**src/rtl/alu_arbiter_pkg.sv**
```systemverilog
// Shared definitions for the ALU arbiter: datapath width, ALU op codes and
// the arbiter state encodings.
package alu_arbiter_pkg;

  localparam int WORD_SIZE_DEF = 16;

  localparam logic [2:0] ALU_ADD   = 3'd0;
  localparam logic [2:0] ALU_SUB   = 3'd1;
  localparam logic [2:0] ALU_AND   = 3'd2;
  localparam logic [2:0] ALU_OR    = 3'd3;
  localparam logic [2:0] ALU_XOR   = 3'd4;
  localparam logic [2:0] ALU_SLT   = 3'd5;
  localparam logic [2:0] ALU_SHIFT = 3'd6;
  localparam logic [2:0] ALU_MUL   = 3'd7;

  typedef enum logic [1:0] {
    ARB_IDLE = 2'd0,
    ARB_EXEC = 2'd1,
    ARB_RESP = 2'd2
  } arb_state_e;

endpackage

```
**src/rtl/alu_arbiter_rr_pick.sv**
```systemverilog
// Combinational round-robin picker: first set bit of req_i searching upward
// from last_i+1, wrapping modulo NUM_REQ.
module alu_arbiter_rr_pick #(
  parameter int NUM_REQ = 2,
  parameter int GW      = 1
) (
  input  logic [NUM_REQ-1:0] req_i,
  input  logic [GW-1:0]      last_i,
  output logic [GW-1:0]      grant_o,
  output logic               any_o
);

  logic [GW-1:0] idx;

  // Offset NUM_REQ revisits last_i itself, so a lone requester is never skipped.
  always_comb begin
    grant_o = '0;
    any_o   = 1'b0;
    idx     = '0;
    for (int i = 1; i <= NUM_REQ; i++) begin
      idx = GW'((int'(last_i) + i) % NUM_REQ);
      if (!any_o && req_i[idx]) begin
        any_o   = 1'b1;
        grant_o = idx;
      end
    end
  end

endmodule

```
**src/rtl/alu_arbiter.sv**
```systemverilog
// Shares one registered ALU among NUM_REQ requesters: round-robin accept,
// operand capture, fixed-latency sequencing and a held, per-requester response.
module alu_arbiter
  import alu_arbiter_pkg::*;
#(
  parameter int NUM_REQ     = 2,
  parameter int ALU_LATENCY = 1,
  parameter int WORD_SIZE   = WORD_SIZE_DEF
) (
  input  logic                           clk,
  input  logic                           reset,
  input  logic [NUM_REQ-1:0]             req_valid,
  output logic [NUM_REQ-1:0]             req_ready,
  input  logic [3*NUM_REQ-1:0]           req_op,
  input  logic [WORD_SIZE*NUM_REQ-1:0]   req_in1,
  input  logic [WORD_SIZE*NUM_REQ-1:0]   req_in2,
  output logic [NUM_REQ-1:0]             rsp_valid,
  input  logic [NUM_REQ-1:0]             rsp_ready,
  output logic [WORD_SIZE-1:0]           rsp_data,
  output logic [2:0]                     alu_op,
  output logic [WORD_SIZE-1:0]           alu_in1,
  output logic [WORD_SIZE-1:0]           alu_in2,
  input  logic [WORD_SIZE-1:0]           alu_out,
  output logic                           busy,
  output arb_state_e                     dbg_state
);

  // Handshakes: a request transfers on a cycle where req_valid[i] && req_ready[i];
  // a result transfers on a cycle where rsp_valid[g] && rsp_ready[g]. Valid never
  // depends on ready; ready of a non-granted requester is ignored.

  localparam int GW = (NUM_REQ > 1) ? $clog2(NUM_REQ) : 1;
  localparam int CW = (ALU_LATENCY > 0) ? $clog2(ALU_LATENCY + 1) : 1;

  function automatic logic [NUM_REQ-1:0] onehot(input logic [GW-1:0] i);
    logic [NUM_REQ-1:0] v;
    v    = '0;
    v[i] = 1'b1;
    return v;
  endfunction

  arb_state_e           state_q, state_d;
  logic [GW-1:0]        grant_q, grant_d;
  logic [GW-1:0]        last_q, last_d;
  logic [CW-1:0]        cnt_q, cnt_d;
  logic [WORD_SIZE-1:0] rsp_data_q, rsp_data_d;
  logic [2:0]           alu_op_q, alu_op_d;
  logic [WORD_SIZE-1:0] alu_in1_q, alu_in1_d;
  logic [WORD_SIZE-1:0] alu_in2_q, alu_in2_d;

  logic [GW-1:0]        pick_idx;
  logic                 pick_any;

  logic [2:0]           op_arr  [NUM_REQ];
  logic [WORD_SIZE-1:0] in1_arr [NUM_REQ];
  logic [WORD_SIZE-1:0] in2_arr [NUM_REQ];

  for (genvar i = 0; i < NUM_REQ; i++) begin : g_split
    assign op_arr[i]  = req_op[3*i +: 3];
    assign in1_arr[i] = req_in1[WORD_SIZE*i +: WORD_SIZE];
    assign in2_arr[i] = req_in2[WORD_SIZE*i +: WORD_SIZE];
  end

  alu_arbiter_rr_pick #(
    .NUM_REQ (NUM_REQ),
    .GW      (GW)
  ) u_rr_pick (
    .req_i   (req_valid),
    .last_i  (last_q),
    .grant_o (pick_idx),
    .any_o   (pick_any)
  );

  always_comb begin
    state_d    = state_q;
    grant_d    = grant_q;
    last_d     = last_q;
    cnt_d      = cnt_q;
    rsp_data_d = rsp_data_q;
    alu_op_d   = alu_op_q;
    alu_in1_d  = alu_in1_q;
    alu_in2_d  = alu_in2_q;
    req_ready  = '0;
    rsp_valid  = '0;

    case (state_q)
      ARB_IDLE: begin
        if (pick_any) begin
          req_ready = onehot(pick_idx);
          grant_d   = pick_idx;
          alu_op_d  = op_arr[pick_idx];
          alu_in1_d = in1_arr[pick_idx];
          alu_in2_d = in2_arr[pick_idx];
          cnt_d     = CW'(ALU_LATENCY);
          state_d   = ARB_EXEC;
        end
      end
      ARB_EXEC: begin
        // One extra cycle beyond the latency lets the ALU see the captured operands.
        if (cnt_q == '0) begin
          rsp_data_d = alu_out;
          state_d    = ARB_RESP;
        end else begin
          cnt_d = cnt_q - 1'b1;
        end
      end
      ARB_RESP: begin
        rsp_valid = onehot(grant_q);
        if (rsp_ready[grant_q]) begin
          last_d  = grant_q;
          state_d = ARB_IDLE;
        end
      end
      default: state_d = ARB_IDLE;
    endcase
  end

  always_ff @(posedge clk) begin
    if (reset) begin
      state_q    <= ARB_IDLE;
      grant_q    <= '0;
      last_q     <= GW'(NUM_REQ - 1);
      cnt_q      <= '0;
      rsp_data_q <= '0;
      alu_op_q   <= '0;
      alu_in1_q  <= '0;
      alu_in2_q  <= '0;
    end else begin
      state_q    <= state_d;
      grant_q    <= grant_d;
      last_q     <= last_d;
      cnt_q      <= cnt_d;
      rsp_data_q <= rsp_data_d;
      alu_op_q   <= alu_op_d;
      alu_in1_q  <= alu_in1_d;
      alu_in2_q  <= alu_in2_d;
    end
  end

  assign rsp_data  = rsp_data_q;
  assign alu_op    = alu_op_q;
  assign alu_in1   = alu_in1_q;
  assign alu_in2   = alu_in2_q;
  assign busy      = (state_q != ARB_IDLE);
  assign dbg_state = state_q;

endmodule
```
**config.mk**
```make
export PLATFORM = sky130hd
export DESIGN_NAME = alu_arbiter
export DESIGN_NICKNAME = d
export VERILOG_FILES = /design/src/rtl/alu_arbiter_pkg.sv /design/src/rtl/alu_arbiter_rr_pick.sv /design/src/rtl/alu_arbiter.sv
export SDC_FILE = /design/constraint.sdc
export NUM_CORES = 1
export LEC_CHECK = 0
export ABC_AREA = 1
export CAP_MARGIN = 15
export CORE_ASPECT_RATIO = 1.75
export CORE_MARGIN = 5
export CORE_UTILIZATION = 41
export CTS_CLUSTER_DIAMETER = 120
export DETAILED_ROUTE_END_ITERATION = 16
export GPL_ROUTABILITY_DRIVEN = 0
export PLACE_DENSITY = 0.91
export SLEW_MARGIN = 15
export SYNTH_ARGS = -nofsm -noshare
export SYNTH_HDL_FRONTEND = slang
export SYNTH_HIERARCHICAL = 1
export SYNTH_SLANG_ARGS = --single-unit
```
**constraint.sdc**
```tcl
create_clock -name clk -period 2.8 [get_ports clk]
set_input_delay 0.56 -clock clk [delete_from_list [all_inputs] [get_ports clk]]
set_output_delay 0.56 -clock clk [all_outputs]
set_load 0.02 [all_outputs]
```
==> flow_metrics.py, run 1 <==
metrics = {
    "timing": {
        "post-route-min-period_ns": 2.58,
        "fmax_mhz": 388,
        "finalSetupViolations": 0,
        "rsz0062_at_grt": "no",
        "finalSetupTns_ns": 0,
        "skew_ns": 0.0108,
        "fin_crit_sh": 0.920,
        "tightestPinTransition_ns": 0.549,
        "drv_slew": 0,
        "slew_headroom": 0.634,
        "hold_viol": 0,
    },
    "grt": {
        "grt_max_degree": 39,
        "grt_usage": 0.201,
        "grt_pass1_wl_um": 12900,
        "antenna_found_initial": 0,
        "grt_remaining_overflow": 0,
        "grt_pass1_vias": 2770,
    },
    "hold_path": {
        "worst_hold_path_type": "reg -> reg",
    },
    "final_layout": {
        "diodes": 0,
        "nets": 607,
        "layout-drive-gt1-share": 0.0814,
        "fillers": 506,
        "postLayoutCoreUtil": 0.685,
        "register_area_mm2": 0.00112,
        "multi_input_area_mm2": 0.00126,
        "area_growth_syn_to_layout_pct": 64.9,
        "stdcell_count": 596,
    },
    "clock_tree": {
        "postCtsHoldBufs": 0,
        "cts.htree.levels": 2,
        "clockBufferDepth": 2,
        "cts_resized": 0,
        "clkLatencyLatePin_ns": 0.31,
        "cts_tree": "done",
        "cts_buffers": 5,
        "postCtsSetupBuffers": 0,
        "cts_root_buffer": "clkbuf_8",
        "path_clk_slew_ns": 0.09,
        "clock-sinks": 56,
    },
    "die": {
        "die-width_um": 69.4,
        "core_mm2": 0.00609,
        "initial_utilization": 0.415,
        "dieArea_mm2": 0.00790,
        "io_pins": 150,
        "rows": 38,
        "die_height_um": 114,
    },
    "place": {
        "dp.cells": 588,
        "io_buffer_count": 149,
        "place_hpwl_um": 6260,
    },
    "logic_synthesis": {
        "synth_cell_types": 17,
        "seq_area_frac_synth": 0.444,
        "syn_nets": 467,
        "syn_inst": 375,
        "synth_seq_cells": 56,
        "syn_area_mm2": 0.00253,
        "ys.warnings.count": 6,
        "avgSynthCellArea_um2": 6.74,
    },
    "power": {
        "p_sw_mw": 0.667,
        "switching_share": 0.312,
        "power_frac_seq": 0.429,
        "p_int_mw": 1.47,
        "power_density_mw_per_mm2": 513,
        "leakagePower_nw": 1.72,
        "combPwrFrac": 0.327,
        "pwr-share-clk": 0.244,
        "p_total_mw": 2.14,
        "ir_worst_vdd_mv": 0.291,
    },
    "drt": {
        "wirelength_um": 8150,
        "ant_nets": 0,
        "dr.pass1.iters": 4,
        "avgViaCountPerCell": 4.80,
        "vias": 2859,
        "drt-initial-drc-count": 162,
        "drc_errors": 0,
        "post_drt_wl_per_cell_um": 13.7,
    },
    "setup_path": {
        "crit_fanout": 3,
        "cp.required_ns": 2.24,
        "crit_path_end_kind": "output pin",
        "critPathArrivalTime_ns": 2.02,
        "worst_setup_path_start_kind": "primary input",
        "path_class": "in -> out",
    },
    "run_status": {
        "status": "finished clean",
    },
    "flow_run": {
        "maxCapViolCount": 0,
    },
}
==> worst paths after layout <==
| path | startpoint | to | cells after the start | slack [ns] |
|---|---|---|---|---|
| setup reg to reg | dbg_state[0] | rsp_data[8] | 5 | 1.28 |
| setup / recovery | req_valid[0] | req_ready[0] | 5 | 0.22 |
| hold reg to reg | rsp_data[6] | rsp_data[6] | 2 | 0.46 |
| hold / removal | rsp_data[6] | rsp_data[6] | 2 | 0.46 |
==> power groups by stage <==
stage               sequential [mW]  combinational [mW]  clock, mW
finish                        0.916               0.699      0.521
global route                  0.926               0.761      0.566
CTS                           0.916               0.709      0.531
detailed placement            0.934               0.705          0
global placement              0.931               0.690          0
floorplan                      1.02               0.279          0
==> state kept, by name (all words and copies together), names as in the netlist <==
signal and cells:
alu_in1 16, alu_in2 16, alu_op 3, cnt_q 1
dbg_state 2, grant_q 1, last_q 1, rsp_data 16
==> cell usage after synthesis <==
cell	count	share of area
nand2_1	192	0.29
nor2_4	2	0.0089
inv_1	7	0.010
buf_4	2	0.0059
buf_2	13	0.026
dfxtp_1	56	0.44
o21ai_0	1	0.0020
buf_6	1	0.0045
buf_1	1	0.0015
a21oi_2	10	0.035
a21oi_1	46	0.091
nand2_2	11	0.027
inv_2	3	0.0045
or2_1	1	0.0025
clkbuf_1	6	0.0089
nor2_1	4	0.0059
nand3_1	19	0.038
==> cells in the final DEF, fill, tap and decap left out <==
cell type	n
clkbuf_8	5
nand3_1	19
nand2_2	11
buf_2	1
nor2_4	2
bufinv_16	1
clkdlybuf4s50_1	148
a21oi_1	45
clkbuf_1	1
inv_1	7
clkinv_2	1
nor2_1	4
o21ai_0	1
a21oi_4	1
inv_2	3
a21oi_2	10
dfxtp_1	56
nand2_1	192
or2_1	1
buf_4	7
==> metal layers <==
layer  vias to the layer above  GRT usage  part of all wire
li1                       1452          -                 -
met1                      1272      0.208              0.37
met2                       117      0.374              0.52
met3                        18     0.0503             0.074
met4                         0     0.0900             0.035
met5                         -          0                 0
==> logic make-up (layout without fill, tap and decap cells) <==
logic type             after synthesis  after routing  share of synthesized area
DFF                                 56             56                      0.444
AOI/OAI and AO/OA                   57             57                      0.128
buffers and inverters               33            174                     0.0614
and+or+nand+nor                    229            229                      0.367
==> per-stage QoR <==
step                      setup WS (ns)  instance area [µm²]  hold WS (ns)
after floorplan                   0.838                 2530         0.429
after global routing              0.116                 4170         0.489
after detailed placement          0.222                 4060         0.454
after global placement            0.248                 4060         0.449
after CTS                         0.215                 4170         0.467
final                             0.223                 4170         0.464
==> area by class of cell <==
type | instances | area share
Clock buffer | 6 | 0.0174
Clock inverter | 2 | 0.00841
Inverter | 10 | 0.00901
Multi-Input combinational cell | 286 | 0.303
Sequential cell | 56 | 0.269
Tap cell | 80 | 0.0240
Timing Repair Buffer | 156 | 0.369
==> critical path, cell delays in order <==
cell and delay, ns:
clkdlybuf4s50_1 0.53, or2_1 0.16, nand3_1 0.12, inv_1 0.06, clkdlybuf4s50_1 0.59
(Power assumes the default switching activity.)
==> inputs of run 2 (changes only) <==
==> constraint.sdc (replaced) <==
create_clock -name clk -period 2.8 [get_ports clk]
set_input_delay 0.28 -clock clk [delete_from_list [all_inputs] [get_ports clk]]
set_output_delay 0.28 -clock clk [all_outputs]
set_load 0.02 [all_outputs]
==> run 2 against run 1 <==
Fmax grew 17%. Sequential power is essentially flat. Wire length grew 2.8%. Global-route usage grew 0.65 points. Sequential cell count is the same. Worst hold slack gained 0.0044 ns. Critical path depth grew 1. First-iteration DRC count grew 7.4%. Final area shrank 0.72%. Critical path type unchanged.
==> flow_metrics.py, run 2 (synthesis gave the netlist of run 1 again) <==
metrics = {
    "final_layout": {
        "nets": 605,
        "area_growth_syn_to_layout_pct": 63.7,
        "fillers": 547,
        "final_cell_mix": "192 x nand2_1, 148 x clkdlybuf4s50_1, 56 x dfxtp_1",
        "final_common_cell": "nand2_1",
        "register_area_mm2": 0.00112,
        "layout-drive-gt1-share": 0.0798,
        "diodes": 0,
        "multi_input_area_mm2": 0.00126,
    },
    "drt": {
        "drt-initial-drc-count": 174,
        "post_drt_wl_per_cell_um": 14.1,
        "dr.pass1.iters": 4,
        "wirelength_um": 8380,
        "vias": 2919,
        "avgViaCountPerCell": 4.91,
        "drc_errors": 0,
        "ant_nets": 0,
    },
    "die": {
        "dieArea_mm2": 0.00790,
        "core_mm2": 0.00609,
        "die_height_um": 114,
        "initial_utilization": 0.415,
        "die-width_um": 69.4,
        "io_pins": 150,
        "rows": 38,
    },
    "clock_tree": {
        "clockBufferDepth": 2,
        "cts_tree": "done",
        "cts_buffers": 5,
        "postCtsSetupBuffers": 0,
        "cts_resized": 0,
        "clock-sinks": 56,
        "postCtsHoldBufs": 0,
        "path_clk_slew_ns": 0.10,
        "cts.htree.levels": 2,
        "cts_root_buffer": "clkbuf_8",
        "clkLatencyLatePin_ns": 0.32,
    },
    "place": {
        "io_buffer_count": 149,
        "place_ws_ns": 0.585,
        "place_hpwl_um": 6530,
    },
    "grt": {
        "grt_max_degree": 39,
        "grt_usage": 0.207,
        "antenna_found_initial": 0,
        "grt_pass1_wl_um": 13100,
        "grt_remaining_overflow": 0,
        "grt_pass1_vias": 2788,
    },
    "power": {
        "power_density_mw_per_mm2": 500,
        "ir_worst_vdd_mv": 0.347,
        "p_total_mw": 2.07,
        "leakagePower_nw": 1.70,
    },
    "hold_path": {
        "worst_hold_path_type": "reg -> reg",
        "worstHoldStart": "alu_in2[10]",
    },
    "setup_path": {
        "cp.required_ns": 2.52,
        "critPathArrivalTime_ns": 1.92,
        "setup.worst_path.start": "req_valid[0]",
        "r2r-start": "dbg_state[0]",
        "r2r_slack_ns": 1.27,
        "crit_path_end_kind": "output pin",
        "crit_fanout": 18,
        "path_class": "in -> out",
        "worst_setup_path_start_kind": "primary input",
    },
    "timing": {
        "drv_slew": 0,
        "finalSetupTns_ns": 0,
        "fin_crit_sh": 0.785,
        "fmax_mhz": 455,
        "post-route-min-period_ns": 2.20,
        "rsz0062_at_grt": "no",
        "tightestPinTransition_ns": 0.675,
        "hold_viol": 0,
        "setup_ws_ns": 0.601,
        "slew_headroom": 0.550,
        "finalSetupViolations": 0,
        "skew_ns": 0.00976,
    },
    "run_status": {
        "status": "finished clean",
    },
    "flow_run": {
        "maxCapViolCount": 0,
    },
}
-- run 2: cell count changes in the layout (fill, tap and decap cells not counted) --
cell,previous run,this run
clkinvlp_4,0,2
buf_4,7,5
clkinv_2,1,0
clkbuf_1,1,0
bufinv_16,1,0
clkinv_4,0,1
-- run 2: per-stage QoR --
step | instance area [µm²] | instances | hold slack (ns) | util
after floorplan | 2530 | 375 | 0.429 | -
after global placement | 4050 | 586 | 0.448 | 0.665
after detailed placement | 4050 | 586 | 0.454 | 0.665
after CTS | 4140 | 594 | 0.469 | 0.680
after global routing | 4140 | 594 | 0.490 | 0.680
final | 4140 | 594 | 0.469 | 0.680
-- run 2: cell type report --
cell class                 instances  share of cell area
clock buffer                       5              0.0166
clock inverter                     3             0.00575
inverter                          10             0.00907
multi-input combinational        286               0.305
sequential                        56               0.271
tap                               80              0.0242
timing repair buffer             154               0.368
-- run 2: final timing paths --
path	endpoint	cells past startpoint
max	req_ready[0]	6
min	alu_in2[10]	2
max reg2reg	rsp_data[0]	5
min reg2reg	alu_in2[10]	2
-- run 2: metal layers --
metal,wire (µm),share of wire,track usage,vias to the layer above
li1,-,-,-,1450
met1,2880,0.34,0.195,1323
met2,4620,0.55,0.405,124
met3,547,0.065,0.0476,22
met4,330,0.039,0.110,0
met5,0,0,0,-
-- run 2: critical path: stages --
cell and delay, ns:
clkdlybuf4s50_1 0.52, a21oi_4 0.07, inv_2 0.24, nand3_1 0.15, inv_1 0.07, clkdlybuf4s50_1 0.59
-- run 2: power by group --
part           leakage [nW]  switching (mW)  internal (mW)
sequential            0.460          0.0438          0.872
combinational          1.20           0.372          0.330
clock                0.0404           0.272          0.178
total                  1.70           0.687           1.38
==> inputs of run 3 (changes only) <==
- CORE_UTILIZATION: 41 -> 38
- PLACE_DENSITY: 0.91 -> 0.85
- clock period: 2.8 -> 2.3 ns (I/O delays scaled with it)
==> run 3 against run 2 <==
Critical endpoint is now req_ready[1]. Setup slack lost 0.30 ns. Register-to-register slack got worse by 0.41 ns. Largest power group unchanged. Clock power rose by 87%. Global-route usage decreased by 1.9 points. Highest routed layer unchanged. Combinational power grew 22%. Via count decreased by 2.0%. Sequential power rose by 22%. Sequential cell count unchanged. Clock skew shrank 0.0060 ns. Critical path type unchanged.
==> flow_metrics.py, run 3 (synthesis gave the netlist of run 1 again) <==
metrics = {
    "run_status": {
        "status": "finished clean",
    },
    "drt": {
        "dr.pass1.iters": 4,
        "post_drt_wl_per_cell_um": 13.7,
        "avgViaCountPerCell": 4.79,
        "drc_errors": 0,
        "ant_nets": 0,
        "vias": 2862,
        "wirelength_um": 8160,
        "drt-initial-drc-count": 141,
    },
    "clock_tree": {
        "cts_tree": "done",
        "cts.htree.levels": 2,
        "cts_buffers": 5,
        "cts_root_buffer": "clkbuf_16",
        "postCtsHoldBufs": 0,
        "postCtsSetupBuffers": 0,
        "clockBufferDepth": 2,
        "clock-sinks": 56,
        "cts_resized": 0,
        "path_clk_slew_ns": 0.07,
        "clkLatencyLatePin_ns": 0.29,
    },
    "power": {
        "power_density_mw_per_mm2": 665,
        "combPwrFrac": 0.304,
        "p_sw_mw": 0.831,
        "leakagePower_nw": 1.75,
        "pwr-share-clk": 0.298,
        "switching_share": 0.295,
        "ir_worst_vdd_mv": 0.390,
        "p_int_mw": 1.98,
        "power_frac_seq": 0.397,
    },
    "grt": {
        "grt_pass1_wl_um": 12900,
        "antenna_found_initial": 0,
        "grt_usage": 0.188,
        "grt_max_degree": 39,
        "grt_pass1_vias": 2852,
        "grt_remaining_overflow": 0,
    },
    "flow_run": {
        "maxCapViolCount": 0,
    },
    "timing": {
        "finalSetupViolations": 0,
        "slew_headroom": 0.562,
        "tightestPinTransition_ns": 0.657,
        "hold_viol": 0,
        "fin_crit_sh": 0.867,
        "finalSetupTns_ns": 0,
        "fmax_mhz": 501,
        "drv_slew": 0,
        "rsz0062_at_grt": "no",
        "skew_ns": 0.00380,
        "post-route-min-period_ns": 1.99,
    },
    "die": {
        "die_height_um": 118,
        "io_pins": 150,
        "die-width_um": 71.7,
        "core_mm2": 0.00649,
        "rows": 39,
        "initial_utilization": 0.389,
        "dieArea_mm2": 0.00845,
    },
    "setup_path": {
        "critPathArrivalTime_ns": 1.76,
        "worst_setup_path_start_kind": "primary input",
        "crit_fanout": 3,
        "cp.required_ns": 2.07,
        "path_class": "in -> out",
        "crit_path_end_kind": "output pin",
    },
    "place": {
        "io_buffer_count": 149,
        "place_hpwl_um": 6140,
    },
    "final_layout": {
        "area_growth_syn_to_layout_pct": 67.4,
        "diodes": 0,
        "postLayoutCoreUtil": 0.652,
        "final_common_cell": "nand2_1",
        "final_cell_mix": "192 x nand2_1, 148 x clkdlybuf4s50_1, 56 x dfxtp_1",
        "layout-drive-gt1-share": 0.0796,
        "nets": 606,
    },
    "hold_path": {
        "worst_hold_path_type": "reg -> reg",
    },
}
==> run 3: cell type report <==
class | count | area, µm²
inverter | 10 | 37.5
tap | 82 | 103
multi-input combinational | 286 | 1260
clock buffer | 6 | 129
fill | 574 | 2260
sequential | 56 | 1120
clock inverter | 2 | 35.0
timing repair buffer | 155 | 1540
==> run 3: worst paths after layout <==
check / startpoint / endpoint / slack (ns) / cells past startpoint
min: alu_in2[5] / alu_in2[5] / 0.46 / 2
max: req_valid[0] / req_ready[1] / 0.31 / 5
max reg2reg: dbg_state[1] / alu_in2[14] / 0.86 / 5
min reg2reg: alu_in2[5] / alu_in2[5] / 0.46 / 2
==> run 3: through the flow <==
step                setup slack, ns  instances  power (mW)  instance area, µm²  hold WS (ns)
floorplan                     0.932        375        1.58                2530         0.394
global placement              0.384        589        1.98                4070         0.448
detailed placement            0.314        589        2.00                4070         0.454
CTS                           0.311        597        2.85                4230         0.464
global route                  0.262        597        2.95                4230         0.485
finish                        0.305        597        2.81                4230         0.463
==> run 3: per-layer routing <==
layer	track usage	wire, µm	share of wire	up-vias
met1	0.189	2970	0.36	1288
li1	-	-	-	1450
met3	0.0342	521	0.064	20
met4	0.0976	280	0.034	0
met2	0.351	4390	0.54	104
met5	0	0	0	-
==> run 3: power groups by stage <==
stage / Sequential, mW / Combinational, mW / Clock, mW
2_1_floorplan: 1.24 / 0.339 / 0
3_3_place_gp: 1.13 / 0.846 / 0
3_5_place_dp: 1.14 / 0.863 / 0
4_1_cts: 1.12 / 0.868 / 0.867
5_1_grt: 1.13 / 0.928 / 0.896
6_report: 1.12 / 0.856 / 0.839
==> run 3: worst max-delay path, cell delays in order <==
cell,delay [ns]
clkdlybuf4s50_1,0.52
or2_1,0.17
nand2_1,0.09
nor2_1,0.13
clkdlybuf4s50_1,0.62
